--- src/rtl/toycpu_multicycle.sv ---
// Multicycle toy CPU: FETCH/EXEC/HALT FSM, small register file,
// 8-opcode ALU with carry/zero flags and relative branches.
module toycpu_multicycle #(
  parameter int DATA_W = 16,
  parameter int NREGS  = 4,
  parameter int PC_W   = 16,
  localparam int RW    = $clog2(NREGS)
) (
  input  logic              clk,
  input  logic              rst,
  output logic              imem_req,
  output logic [PC_W-1:0]   imem_addr,
  input  logic              imem_ack,
  input  logic [15:0]       imem_data,
  output logic [PC_W-1:0]   pc,
  output logic [15:0]       instr,
  output logic              c_flag,
  output logic              z_flag,
  output logic              halted,
  output logic [15:0]       retired,
  input  logic [RW-1:0]     dbg_sel,
  output logic [DATA_W-1:0] dbg_data
);

  typedef enum logic [1:0] {
    FETCH,
    EXEC,
    HALT
  } state_e;

  state_e state_q, state_d;

  logic [PC_W-1:0]   pc_q, pc_d;
  logic [15:0]       instr_q, instr_d;
  logic [15:0]       ret_q, ret_d;
  logic              c_q, c_d;
  logic              z_q, z_d;
  logic [DATA_W-1:0] rf_q [NREGS];

  logic              rf_we;
  logic [RW-1:0]     rf_wa;
  logic [DATA_W-1:0] rf_wd;

  logic [2:0]        op;
  logic [RW-1:0]     rd, rs1, rs2;
  logic [7:0]        imm;
  logic [DATA_W-1:0] a, b, and_r;
  logic [DATA_W:0]   sum, diff;
  logic [PC_W-1:0]   pc_inc, pc_br;
  logic              flag, taken;
  logic              unused_bits;

  assign op  = instr_q[15:13];
  assign rd  = instr_q[10 +: RW];
  assign rs1 = instr_q[7 +: RW];
  assign rs2 = instr_q[4 +: RW];
  assign imm = instr_q[7:0];

  assign unused_bits = ^instr_q;

  // Operands come from the current register state, so rd may alias a source.
  assign a     = rf_q[rs1];
  assign b     = rf_q[rs2];
  assign sum   = {1'b0, a} + {1'b0, b};
  assign diff  = {1'b0, a} - {1'b0, b};
  assign and_r = a & b;

  assign pc_inc = pc_q + PC_W'(1);
  assign pc_br  = pc_inc + PC_W'($signed(imm));
  assign flag   = instr_q[12] ? z_q : c_q;
  assign taken  = instr_q[10] | (flag == instr_q[11]);

  always_comb begin
    state_d  = state_q;
    pc_d     = pc_q;
    instr_d  = instr_q;
    ret_d    = ret_q;
    c_d      = c_q;
    z_d      = z_q;
    imem_req = 1'b0;
    rf_we    = 1'b0;
    rf_wa    = rd;
    rf_wd    = a;
    unique case (state_q)
      FETCH: begin
        imem_req = 1'b1;
        if (imem_ack) begin
          instr_d = imem_data;
          state_d = EXEC;
        end
      end
      EXEC: begin
        state_d = FETCH;
        pc_d    = pc_inc;
        if (ret_q != 16'hFFFF) begin
          ret_d = ret_q + 16'd1;
        end
        unique case (op)
          3'b000: begin
            rf_we = 1'b1;
            rf_wd = DATA_W'(imm);
          end
          3'b001: begin
            rf_we = 1'b1;
            rf_wd = sum[DATA_W-1:0];
            c_d   = sum[DATA_W];
            z_d   = (sum[DATA_W-1:0] == '0);
          end
          3'b010: begin
            rf_we = 1'b1;
            rf_wd = diff[DATA_W-1:0];
            c_d   = diff[DATA_W];
            z_d   = (diff[DATA_W-1:0] == '0);
          end
          3'b011: begin
            rf_we = 1'b1;
            rf_wd = and_r;
            z_d   = (and_r == '0);
          end
          3'b100: begin
            rf_we = 1'b1;
            rf_wd = a;
          end
          3'b101: begin
            if (taken) begin
              pc_d = pc_br;
            end
          end
          3'b110: begin
          end
          3'b111: begin
            pc_d    = pc_q;
            state_d = HALT;
          end
        endcase
      end
      HALT: begin
      end
      default: state_d = FETCH;
    endcase
  end

  always_ff @(posedge clk) begin
    if (rst) begin
      state_q <= FETCH;
      pc_q    <= '0;
      instr_q <= '0;
      ret_q   <= '0;
      c_q     <= 1'b0;
      z_q     <= 1'b0;
      for (int i = 0; i < NREGS; i++) begin
        rf_q[i] <= '0;
      end
    end else begin
      state_q <= state_d;
      pc_q    <= pc_d;
      instr_q <= instr_d;
      ret_q   <= ret_d;
      c_q     <= c_d;
      z_q     <= z_d;
      if (rf_we) begin
        rf_q[rf_wa] <= rf_wd;
      end
    end
  end

  assign imem_addr = pc_q;
  assign pc        = pc_q;
  assign instr     = instr_q;
  assign c_flag    = c_q;
  assign z_flag    = z_q;
  assign halted    = (state_q == HALT);
  assign retired   = ret_q;
  assign dbg_data  = rf_q[dbg_sel];

endmodule

--- config.mk ---
export PLATFORM = sky130hd
export DESIGN_NAME = toycpu_multicycle
export DESIGN_NICKNAME = d
export VERILOG_FILES = /design/src/rtl/toycpu_multicycle.sv
export SDC_FILE = /design/constraint.sdc
export NUM_CORES = 1
export LEC_CHECK = 0
export CAP_MARGIN = 20
export CORE_MARGIN = 5
export CORE_UTILIZATION = 60
export CTS_BUF_LIST = sky130_fd_sc_hd__clkbuf_8
export DETAILED_ROUTE_END_ITERATION = 7
export PLACE_DENSITY_LB_ADDON = 0.25
export SYNTH_ARGS = -nofsm -noshare
export SYNTH_HDL_FRONTEND = slang
export SYNTH_SLANG_ARGS = --single-unit
--- constraint.sdc ---
create_clock -name clk -period 6.4 [get_ports clk]
set_clock_uncertainty 0.05 [all_clocks]
set_input_delay 1.28 -clock clk [delete_from_list [all_inputs] [get_ports clk]]
set_output_delay 1.28 -clock clk [all_outputs]
set_load 0.1 [all_outputs]
# --- Word level (Yosys, flattened, before mapping) ---
# Memory sizes are Yosys's and may differ from the RTL's. A register that Yosys moved wholly into a read port is not among the register bits.
# Index checks and enable logic that the tools add are counted.
totals:
  register_bits: 52
  mem_bits_rw: 64
  input_bits: 21
  out_inout_bits: 84
  wordCells: 67
  memories: 1
classes:
  addsub: 5
  eq_ne: 11
  muxes: 25
  n_bitwise: 4
  reduce_logical: 15
memory_table:
  columns: ["name", "depth", "width", "rd", "rd_clocked_by_memory_dff", "write_ports", "line", "text"]
  rows:
  - ["rf_q", 4, 16, 3, 2, 4, "38", "logic [DATA_W-1:0] rf_q [NREGS];"]
ops:
  columns: ["op", "n"]
  rows:
  - ["$pmux 16 s4", 1]
  - ["$logic_not 16->1", 3]
  - ["$mux 16", 3]
  - ["$add 16x1->16 const B", 2]
  - ["$pmux 16 s2", 1]
  - ["$add 16x16->17", 1]
  - ["$sub 16x16->17", 1]
  - ["$add 16x16->16", 1]
  - ["$and 16x16->16", 1]
  - ["$ne 16x16->1 const B", 1]
  - ["$reduce_or 16->1", 1]
  - ["$mux 2", 7]
  - ["$reduce_and 2->1", 6]
  - ["$mux 1", 10]
  - ["$eq 3x3->1 const B", 3]
  - ["$eq 3x2->1 const B", 2]
  - ["$pmux 2 s3", 1]
  - ["$reduce_or 5->1", 1]
  - ["$eq 3x1->1 const B", 1]
  - ["$logic_not 3->1", 1]
  - ["$pmux 1 s3", 1]
  - ["$reduce_bool 3->1", 1]
  - ["$eq 2x1->1 const B", 1]
  - ["$eq 2x2->1 const B", 1]
  - ["other kinds (7)", 8]

# --- Logic depth before layout (Yosys ltp) ---
# Gate-level depths: netlist of the first run.
depth:
  ltp_word: 9
  depth_mapped: 16

# --- Worst setup path before layout of the first run ---
# OpenSTA, ideal clock, no wires.
synth_path:
  kind: "in2out"
  startpoint: "input port dbg_sel[0]"
  endpoint: "output port dbg_data[10]"
  arrival_time_ns: 3.050
  required_time_ns: 5.070
  setup_slack_ns: 2.020
  cell_stages: 3
  path_cell_list: "clkbuf_1 -> buf_1 -> mux4_2"
synth_between:
  elab_chain_len: 1
synth_lines:
  columns: ["element", "line", "text"]
  rows:
  - ["start, declared", "21", "input logic [RW-1:0] dbg_sel,"]
  - ["$mem_v2 4x16", null, null]
  - ["end, declared", "22", "output logic [DATA_W-1:0] dbg_data"]
# No other way between the ends.

# --- Worst setup path after layout of the first run ---
layout_path:
  startpoint: "input port dbg_sel[1]"
  endpoint: "output port dbg_data[7]"
# Same word-level chain as after synthesis.

==> out/metrics.cfg, run 1 <==
[run_status]
outcome=completed

[min_path]
hold_path_end=instr[9]
worst_hold_path_type=flip-flop to flip-flop
holdPathStages=2
hold_start=instr[9]

[power]
combPwrFrac_pct=32.1
p_leak_nw=3.96
p_switching_uw=913
ir_worst_vdd_mv=0.293
intPower_mw=1.49
p_sw_share_pct=38.0
pwr-share-seq_pct=36.7
clkPwrFrac_pct=31.2
p_per_area_nw_per_um2=229

[floorplanning]
rows=45
fp.coreArea_um2=15000
start_util_pct=60.6
die_y_um=133
die_area_um2=17800
dieWidth_um=133
io_pins=105

[critical_path]
start_kind=input pin
worstSetupEndpointType=output port
critPathArrivalTime_ns=3.80
crit_fanout=16
reg2regPathDepth=14
reg2reg_slack_ns=1.84
r2r_end=rf_q[2][14]
worstSetupPathType=input pin to output port
crit_required_ns=5.07

[clocking]
cts_tree=done
hold_buffers=0
numCtsBuffers=17
cts.repair_timing.setup_buffer_count=0
clock_path_buffers=2
cts_root_buf=clkbuf_8
clkTransAtPathRegs_ns=0.08
htree_levels=4
clk_latency_ns=0.46
cts.sinks=120
cts_resized=0

[route]
first_pass_iters=6
wl_per_cell_um=20.9
remaining_drc_errors=0
antenna_left=0
drt_iter0_markers=924
detail_route.vias_per_cell=6.58
routed_wl_mm=25.6
num_vias=8060

[final_layout]
area_growth_syn_to_layout_pct=15.2
final_util_pct=69.8
fill_cells=1162
diodes=0
drive_gt1_share_pct=10.8
num-nets-final=1098

[synth]
syn_inst=968
seq_area_frac_synth_pct=33.4
synth_most_common_cell=nor2_1
synth_top_area_share_pct=21.1
synth.yosys.warnings=0
synth_common_cells=110 x nor2_1, 75 x nand2_1, 73 x a21oi_1, 64 x edfxtp_1, 56 x dfxtp_1
synth_flop_cell=edfxtp_1
yosys-top-cells-area=edfxtp_1 21%, dfxtp_1 12%, mux4_2 12%
synthesis.area_um2=9110
synth_edf_count=64
synthArstFlopShare_pct=0
synth_seq_cells=120
syn_nets=1042
syn_avg_cell_area_um2=9.42
synth_top_area_cell=edfxtp_1
yosysUniqueCellTypes=81

[sta]
worst_pin_slew_ns=1.20
final.period_utilization_pct=80.2
fin_tns_setup_ns=0
finalHoldViolCount=0
relSlewSlack_pct=20.0
grt_setup_unrepaired=false
fin_crit_ns=5.13
max_clock_freq_mhz=195
setup_viol=0
maxSlewViolCount=0

[grt]
antenna_found_initial=0
gr-total-overflow=0
grt_use_total_pct=28.5
grt_pass1_wl_mm=40.3
grt_start_max_net_pins=61
grt_pass1_vias=7513

[place]
placement.io_buffers=104
globalplace.congestion=0.956
dp_hpwl_mm=18.5

[job]
maxCapViolations=0

## final cells by class
class                           count  area, um2  share of cell area [%]
Multi-Input combinational cell    718       5500                    52.4
Clock inverter                     15        190                    1.81
Sequential cell                   120       3040                    29.0
Clock buffer                       17        234                    2.23
Tap cell                          188        235                    2.24
Timing Repair Buffer              113       1090                    10.4
Inverter                           54        203                    1.93
## placed cells by master (no fill, tap or decap), drive strengths merged, types with 46 or more instances in the layout
cell type,count
ha,50
clkdlybuf4s50,99
edfxtp,64
nor2,111
mux4,48
inv,60
dfxtp,56
nand2,75
a21oi,73
o21ai,46
## through the flow
step,power (mW),worst slack (ns),cell area [um2],cells,hold WS (ns)
4_1_cts,2.40,1.26,10500,1225,0.426
6_report,2.40,1.27,10500,1225,0.424
3_3_place_gp,1.64,1.34,10100,1193,0.392
3_5_place_dp,1.65,1.29,10100,1193,0.410
2_1_floorplan,1.48,2.02,9110,968,0.601
5_1_grt,2.50,1.18,10500,1225,0.448
## worst max path at each step
stage	from	to	slack, ns	depth (start not counted)
2_1_floorplan	dbg_sel[0]	dbg_data[10]	2.02	3
3_3_place_gp	dbg_sel[1]	dbg_data[12]	1.34	3
3_5_place_dp	dbg_sel[1]	dbg_data[8]	1.29	3
4_1_cts	dbg_sel[1]	dbg_data[14]	1.26	3
5_1_grt	dbg_sel[1]	dbg_data[5]	1.18	3
6_report	dbg_sel[1]	dbg_data[7]	1.27	3
## flip-flops by register name, indices dropped and copies added, names as in the netlist, named ones only
| name | flops |
|---|---|
| rf_q | 64 |
| imem_addr | 16 |
| instr | 16 |
| retired | 16 |
| state_q | 2 |
| c_flag | 1 |
| z_flag | 1 |
## kinds of logic after synthesis
family / count (synthesis) / synth area share [%]
simple gates: 323 / 17.5
flops: 120 / 33.4
compound gates: 232 / 17.5
mux: 52 / 12.3
buf+inv: 130 / 6.26
fa+ha+maj: 53 / 7.52
xor+xnor: 58 / 5.57
## critical path, cell delays in order
cell and delay [ns]:
clkdlybuf4s50_1 1.00, mux4_2 0.35, clkdlybuf4s50_1 1.15
## per-layer routing
metal / global-route usage [%] / up-vias / routed length, um
li1: - / 3667 / -
met5: 0 / - / 0
met4: 9.54 / 0 / 870
met1: 39.1 / 3858 / 10400
met2: 44.8 / 453 / 11900
met3: 6.84 / 82 / 2430
## power groups by stage
| stage | Clock, mW | Sequential (mW) | Combinational (mW) |
|---|---|---|---|
| after global routing | 0.799 | 0.886 | 0.815 |
| after detailed placement | 0 | 0.898 | 0.752 |
| final | 0.750 | 0.883 | 0.771 |
| after global placement | 0 | 0.896 | 0.748 |
| after floorplan | 0 | 0.944 | 0.532 |
| after CTS | 0.758 | 0.881 | 0.757 |
No activity file was read; power rests on OpenSTA's default activity.
==> run 2: changes to the inputs <==
CORE_UTILIZATION = 53   (was 60)
clock period = 4.4 ns   (was 6.4 ns; I/O delays follow)
==> run 2 against run 1 <==
- hold slack got worse by 0.0039 ns
- first-iteration DRC count fell by 9.2%
- routed wire length rose by 2.5%
- clock power rose by 56%
- setup slack got worse by 0.91 ns
- global-route usage fell by 2.1 points
- register-to-register slack got worse by 1.5 ns
- critical path depth rose by 9
- non-clock buffer count rose by 16
- combinational power rose by 56%
- cell count rose by 4.3%
==> out/metrics.cfg, run 2 (synthesized netlist as in run 1, its figures left out) <==
[run_status]
outcome=completed

[grt]
gr-usage-met2_pct=43.0  ; -1.8 points
busiest_layer=met2
gr-total-overflow=0  ; unchanged
grt_pass1_vias=7600  ; +1.2%
grt_start_max_net_pins=60  ; -1.6%
grt_use_total_pct=26.4  ; -2.1 points
grt_use_met1_pct=36.3  ; -2.9 points
met3_usage_pct=5.12  ; -1.7 points
antenna_found_initial=0  ; unchanged
grt_pass1_wl_mm=41.6  ; +3.0%

[route]
drt_iter0_markers=839  ; -9.2%
num_vias=8051  ; -0.11%
remaining_drc_errors=0  ; unchanged
antenna_left=0  ; unchanged
wl_per_cell_um=20.5  ; -1.7%
first_pass_iters=5  ; -1
routed_wl_mm=26.2  ; +2.5%
detail_route.vias_per_cell=6.30  ; -4.3%

[clocking]
cts.sinks=120  ; unchanged
htree_levels=4  ; unchanged
cts_tree=done
hold_buffers=0  ; unchanged
cts.repair_timing.setup_buffer_count=0  ; unchanged
numCtsBuffers=17  ; unchanged
cts_resized=0  ; unchanged
clkTransAtPathRegs_ns=0.08  ; about the same
cts_root_buf=clkbuf_8
clock_path_buffers=2  ; unchanged
clk_latency_ns=0.46  ; about the same

[sta]
fin_crit_ns=4.04
layout_setup_ws_ns=0.360  ; -0.909 ns
grt_setup_unrepaired=false
relSlewSlack_pct=33.1  ; +13 points
finalHoldViolCount=0  ; unchanged
max_clock_freq_mhz=248
worst_pin_slew_ns=1.00  ; -0.195 ns
maxSlewViolCount=0  ; unchanged
final.period_utilization_pct=91.8
fin_tns_setup_ns=0  ; unchanged
setup_viol=0  ; unchanged

[floorplanning]
dieWidth_um=141  ; +5.9%
fp.coreArea_um2=17100  ; +13%
die_y_um=141  ; +5.9%
die_area_um2=19900  ; +12%
start_util_pct=53.4  ; -7.2 points
rows=48  ; +6.7%
io_pins=105  ; unchanged

[critical_path]
critPathArrivalTime_ns=4.17  ; +0.37 ns
crit_fanout=10  ; -6
crit_required_ns=4.53  ; -0.54 ns
worstSetupEndpointType=flip-flop
worstSetupPathType=flip-flop to flip-flop
start_kind=flip-flop

[power]
ir_worst_vdd_mv=0.308  ; +5.2%
p_leak_nw=4.15  ; +4.8%
p_per_area_nw_per_um2=334  ; +46%

[final_layout]
final_area_um2=10900  ; +3.6%
final_util_pct=63.8  ; -6.0 points
fill_cells=1428  ; +23%
drive_gt1_share_pct=13.2  ; +2.4 points
regMostFlops=rf_q
diodes=0  ; unchanged
num-nets-final=1114  ; +1.5%
final_cell_mix=110 x nor2_1, 87 x clkdlybuf4s50_1, 75 x nand2_1
area_growth_syn_to_layout_pct=19.4
instances_no_fill=1278  ; +4.3%
layout_commonest_cell=nor2_1
largest_reg_flops=64  ; unchanged

[place]
globalplace.congestion=0.965  ; +0.93%
dp_hpwl_mm=19.4  ; +5.0%
post_dp_cell_area_um2=10400  ; +3.5%
dp_slack_ns=0.478  ; -0.813 ns
placement.io_buffers=104  ; unchanged
dp.cells=1246  ; +4.4%

[job]
maxCapViolations=0  ; unchanged

[min_path]
worst_hold_path_type=flip-flop to flip-flop

run 2: worst paths after layout:
path	from	endpoint	slack, ns	depth (start not counted)
max	flip-flop	rf_q[2][15]	0.36	12
min	instr[9]	instr[9]	0.42	2
max reg2reg	flip-flop	rf_q[2][15]	0.36	12
min reg2reg	instr[9]	instr[9]	0.42	2
run 2: final cells by class:
cell class / instances / area (um2) / share of cell area [%]
multi-input combinational: 718 / 5500 / 50.6
sequential: 120 / 3040 / 28.0
timing repair buffer: 129 / 1400 / 12.8
tap: 225 / 282 / 2.59
clock buffer: 17 / 234 / 2.15
clock inverter: 15 / 223 / 2.05
inverter: 54 / 203 / 1.86
run 2: worst max-delay path: stages, from the launching register on:
cell,delay [ns]
dfxtp_1,0.64
buf_4,0.28
mux4_2,0.33
inv_1,0.08
ha_1,0.35
nor4_1,0.69
and2_1,0.28
a31oi_1,0.09
a21oi_1,0.19
nor2_1,0.07
xor2_1,0.17
a221oi_2,0.44
nor4_1,0.10
run 2: report_power, final:
part           internal (mW)  switching [mW]  total, mW
Sequential              1.22          0.0515       1.27
Combinational          0.422           0.773       1.20
Clock                  0.677           0.491       1.17
run 2: metrics by stage:
stage               hold WS (ns)  total power, mW
floorplan                  0.601             2.15
finish                     0.420             3.64
detailed placement         0.405             2.47
global route               0.441             3.78
global placement           0.393             2.47
CTS                        0.419             3.63
run 2: routing by layer:
layer / share of wire [%] / vias up
met2: 48 / 414
met3: 8.4 / 42
met1: 42 / 3899
li1: - / 3696
met5: 0 / -
met4: 1.8 / 0
